[config.mk]
export PLATFORM = sky130hd
export DESIGN_NAME = uart_tx_link
export DESIGN_NICKNAME = d
export VERILOG_FILES = /design/src/rtl/uart_tx_link.sv
export SDC_FILE = /design/constraint.sdc
export NUM_CORES = 1
export LEC_CHECK = 0
export ABC_AREA = 1
export CORE_MARGIN = 4
export CORE_UTILIZATION = 50
export CTS_CLUSTER_SIZE = 10
export DETAILED_ROUTE_END_ITERATION = 16
export PLACE_DENSITY_LB_ADDON = 0.25
export REMOVE_ABC_BUFFERS = 1
export SYNTH_ARGS = -nofsm -noshare
export SYNTH_HDL_FRONTEND = slang
export SYNTH_SLANG_ARGS = --single-unit
[constraint.sdc]
create_clock -name clk -period 3 [get_ports clk]
set_clock_uncertainty 0.2 [all_clocks]
set_input_delay 0.6 -clock clk [delete_from_list [all_inputs] [get_ports clk]]
set_output_delay 0.6 -clock clk [all_outputs]
set_load 0.02 [all_outputs]
[src/rtl/uart_tx_link.sv]
// Byte-serial 8N1 UART transmitter with a small write FIFO for the board-to-board link.
// Optional even-parity bit between data and stop when UART_TX_PARITY_EN is defined.
module uart_tx_link #(
  parameter int CLK_FREQ_HZ = 100_000_000,
  parameter int BAUD        = 115_200,
  parameter int FIFO_DEPTH  = 4
) (
  input  logic       clk,
  input  logic       reset,
  input  logic [7:0] DataIn,
  input  logic       send_data,
  output logic       TxD,
  output logic       busy,
  output logic       fifo_full,
  output logic       overflow
);

  localparam int BIT_TICKS = CLK_FREQ_HZ / BAUD;
  localparam int TICK_W    = (BIT_TICKS > 1) ? $clog2(BIT_TICKS) : 1;
  localparam int PTR_W     = $clog2(FIFO_DEPTH);
  localparam int CNT_W     = PTR_W + 1;

  typedef enum logic [2:0] {
    IDLE,
    START,
    DATA,
    STOP
`ifdef UART_TX_PARITY_EN
    , PARITY
`endif
  } state_e;

  state_e             state_q, state_d;
  logic [TICK_W-1:0]  tick_q, tick_d;
  logic [2:0]         bit_q, bit_d;
  logic [7:0]         shreg_q, shreg_d;
  logic               txd_q, txd_d;
  logic [PTR_W-1:0]   wr_ptr_q, rd_ptr_q;
  logic [CNT_W-1:0]   count_q, count_d;
  logic               ovf_q;
  logic [7:0]         mem_q [FIFO_DEPTH];

  logic bit_end, fifo_empty, full, pop, wr_en;

  assign bit_end    = (tick_q == TICK_W'(BIT_TICKS - 1));
  assign fifo_empty = (count_q == '0);
  assign full       = (count_q == CNT_W'(FIFO_DEPTH));
  // A full FIFO still accepts a write when the head leaves on the same edge.
  assign wr_en      = send_data && (!full || pop);

  always_comb begin
    state_d = state_q;
    tick_d  = tick_q;
    bit_d   = bit_q;
    shreg_d = shreg_q;
    pop     = 1'b0;
    if (state_q != IDLE) tick_d = bit_end ? '0 : tick_q + 1'b1;
    case (state_q)
      IDLE: begin
        if (!fifo_empty) begin
          pop     = 1'b1;
          shreg_d = mem_q[rd_ptr_q];
          tick_d  = '0;
          state_d = START;
        end
      end
      START: begin
        if (bit_end) begin
          bit_d   = '0;
          state_d = DATA;
        end
      end
      DATA: begin
        if (bit_end) begin
          if (bit_q == 3'd7) begin
`ifdef UART_TX_PARITY_EN
            state_d = PARITY;
`else
            state_d = STOP;
`endif
          end else begin
            bit_d = bit_q + 3'd1;
          end
        end
      end
`ifdef UART_TX_PARITY_EN
      PARITY: begin
        if (bit_end) state_d = STOP;
      end
`endif
      STOP: begin
        if (bit_end) begin
          if (!fifo_empty) begin
            pop     = 1'b1;
            shreg_d = mem_q[rd_ptr_q];
            state_d = START;
          end else begin
            state_d = IDLE;
          end
        end
      end
      default: state_d = IDLE;
    endcase
  end

  // Line level follows the current state, so TxD lags state changes by one cycle.
  always_comb begin
    txd_d = 1'b1;
    case (state_q)
      START:   txd_d = 1'b0;
      DATA:    txd_d = shreg_q[bit_q];
`ifdef UART_TX_PARITY_EN
      PARITY:  txd_d = ^shreg_q;
`endif
      default: txd_d = 1'b1;
    endcase
  end

  always_comb begin
    count_d = count_q;
    case ({wr_en, pop})
      2'b10:   count_d = count_q + 1'b1;
      2'b01:   count_d = count_q - 1'b1;
      default: count_d = count_q;
    endcase
  end

  always_ff @(posedge clk) begin
    if (reset) begin
      state_q  <= IDLE;
      tick_q   <= '0;
      bit_q    <= '0;
      shreg_q  <= '0;
      txd_q    <= 1'b1;
      wr_ptr_q <= '0;
      rd_ptr_q <= '0;
      count_q  <= '0;
      ovf_q    <= 1'b0;
    end else begin
      state_q <= state_d;
      tick_q  <= tick_d;
      bit_q   <= bit_d;
      shreg_q <= shreg_d;
      txd_q   <= txd_d;
      count_q <= count_d;
      if (wr_en) wr_ptr_q <= wr_ptr_q + 1'b1;
      if (pop)   rd_ptr_q <= rd_ptr_q + 1'b1;
      if (send_data && !wr_en) ovf_q <= 1'b1;
    end
  end

  always_ff @(posedge clk) begin
    if (wr_en) mem_q[wr_ptr_q] <= DataIn;
  end

  assign TxD       = txd_q;
  assign busy      = (state_q != IDLE) || !fifo_empty;
  assign fifo_full = full;
  assign overflow  = ovf_q;

endmodule

==> impl_results.md <==
- Die Span Y: 85.5 um
- Unique masters post-synth: 35
- WL final: 5260 um
- Min Tclk post-route: 2610 ps
- TritonCTS sink count: 66
- Vias/cell: 5.11
- Worst Setup Start Kind: flop
- N_diodes: 0
- GRT overflow: 0
- Commonest non-fill, non-tap cell in the layout: nor2_1
- Initial DRC Count: 65
- Ports: 15
- Core Area: 0.00568 mm2
- Post-Syn Instances: 322
- Num CTS Buffers: 9
- Setup bufs post-CTS: 0
- Slew HR: 0.625
- Vias in the first global route: 1992
- Post-cts resize count: 0
- Post-synthesis sequential area ratio: 0.547
- Status: complete, no violations
- Clock insertion delay at the later pin of the skew report: 350 ps
- Commonest non-fill, non-tap cells in the layout: nor2_1 (52), inv_1 (36), dfxtp_1 (34), nand2_1 (34), edfxtp_1 (32)
- CTS tree: built
- Post-DP HPWL: 3770 um
- Via count: 2156
- Critical path class: reg2out
- Clock Tree Buf Depth: 2
- Final ANT Viol Nets: 0
- Tightest Pin Transition: 561 ps
- CP arrival: 1810 ps
- Layout cell share with drive strength beyond 1: 0.129
- Syn_area_per_cell: 9.31 um2
- Max cap viols: 0
- Number of remaining DRC errors: 0
- RePlAce Congestion: 0.763
- Pin count of the biggest net entering global routing: 18
- Area growth, synth to finish: 14.6%
- H-tree depth: 3
- Initial Util: 0.528
- Final setup viols: 0
- Die area: 0.00730 mm2
- RSZ-0062 raised after global routing: no
- Leakage power: 1.28 nW
- Hold Vio Cnt, Final: 0
- First-pass GRT wire length: 9020 um
- Post-Syn Area: 0.00300 mm2
- Drt wl/cell: 12.5 um
- Setup TNS: 0 ps
- Final period utilization: 0.869
- Power Density: 825 mW/mm2
- CTS Hold Bufs: 0
- Syn. warnings: 0
- Seq cells post-synth: 66
- Fin. max-slew vios: 0
- Final Hold Slack: 263 ps
- Worst-path clk slew: 70 ps
- Die W: 85.5 um
- Worst vdd ir: 0.443 mV
- Count of input and output buffers: 14
- Peak fanout along the critical path: 4
- Min-Delay Path Class: reg2reg
- Root Buffer: clkbuf_8
- CP required: 2200 ps
- Critical Path Sink Type: primary output
- Drt pass-1 iters: 4
- End-of-flow core utilization: 0.605
- Max Freq: 384 MHz
- GRT Util Overall: 0.159
- Initial antenna violation count: 0
- Post-layout net count: 368
- Row cnt: 27
-- cell usage after synthesis --
master | instances | share of area
nor2_1 | 52 | 0.065
o21ai_0 | 27 | 0.045
dfxtp_1 | 34 | 0.23
clkbuf_1 | 5 | 0.0063
inv_4 | 1 | 0.0021
inv_1 | 36 | 0.045
buf_6 | 1 | 0.0038
ha_1 | 11 | 0.046
a31o_2 | 1 | 0.0029
nor2_4 | 1 | 0.0038
nor2_2 | 2 | 0.0042
nand3_2 | 2 | 0.0067
nand2_2 | 4 | 0.0083
o21a_1 | 1 | 0.0025
a211oi_1 | 1 | 0.0025
a22oi_1 | 1 | 0.0025
o21ai_1 | 4 | 0.0067
buf_4 | 1 | 0.0025
o32ai_1 | 8 | 0.023
nand4_1 | 1 | 0.0021
o211ai_1 | 4 | 0.010
nand2_4 | 3 | 0.011
buf_2 | 2 | 0.0033
a21oi_2 | 2 | 0.0058
nand2_8 | 1 | 0.0067
o211a_1 | 1 | 0.0033
nand3b_1 | 1 | 0.0025
a21oi_1 | 26 | 0.043
nand3_1 | 15 | 0.025
nand2_1 | 34 | 0.043
inv_2 | 3 | 0.0038
edfxtp_1 | 32 | 0.32
clkinv_1 | 1 | 0.0013
fa_1 | 1 | 0.0067
o21ai_2 | 2 | 0.0058
-- registers in the layout, indices dropped and copies added, names as in the netlist, named ones only --
register / count
tick_q: 10
bit_q: 3
count_q: 3
wr_ptr_q: 2
mem_q: 32
TxD: 1
shreg_q: 8
rd_ptr_q: 2
state_q: 2
overflow: 1
-- critical path: stages, from the launching register on --
cell and delay [ps]:
dfxtp_1 360, inv_1 90, ha_1 240, nand2_1 150, clkdlybuf4s50_1 620
-- logic make-up after synthesis --
| group | synth area share |
|---|---|
| AO/OA/AOI/OAI | 0.154 |
| adder cells (fa/ha/maj) | 0.0526 |
| buffers and inverters | 0.0680 |
| flip-flops | 0.547 |
| AND/OR/NAND/NOR | 0.178 |
-- where the power goes --
| part | internal [mW] | total (mW) | switching, mW | leakage, nW |
|---|---|---|---|---|
| registers | 1.10 | 1.20 | 0.101 | 0.572 |
| logic | 0.327 | 0.892 | 0.565 | 0.612 |
| clock network | 0.390 | 0.745 | 0.355 | 0.100 |
| total | 1.81 | 2.83 | 1.02 | 1.28 |
-- per-stage QoR --
step           std cells  cell area, um2  power (mW)  worst slack [ps]
4_1_cts              422            3440        2.87               374
5_1_grt              422            3440        3.04               282
3_3_place_gp         406            3230        2.09               757
3_5_place_dp         406            3230        2.12               721
6_report             422            3440        2.83               394
2_1_floorplan        313            2950        1.87               847
-- routing by layer --
metal	track usage	share of wire
met5	0	0
met4	0.0633	0.020
met3	0.0689	0.038
met2	0.261	0.48
met1	0.183	0.46
-- cell type report --
| type | instances | area (um2) |
|---|---|---|
| Inverter | 41 | 156 |
| Timing Repair Buffer | 21 | 193 |
| Clock buffer | 9 | 124 |
| Clock inverter | 7 | 77.6 |
| Sequential cell | 66 | 1640 |
| Multi-Input combinational cell | 206 | 1150 |
| Fill cell | 491 | 2240 |
| Tap cell | 72 | 90.1 |
-- final timing paths --
check	cells past startpoint	slack (ps)	to	start
worst max-delay path	4	390	busy	state_q[0]$_SDFFE_PP0P_
worst min-delay path	2	260	shreg_q[5]$_SDFFE_PP0P_	shreg_q[5]$_SDFFE_PP0P_
worst max register to register	10	720	count_q[2]$_SDFFE_PP0P_	state_q[0]$_SDFFE_PP0P_
worst min register to register	2	260	shreg_q[5]$_SDFFE_PP0P_	shreg_q[5]$_SDFFE_PP0P_
Power figures use the tool's default switching activity.
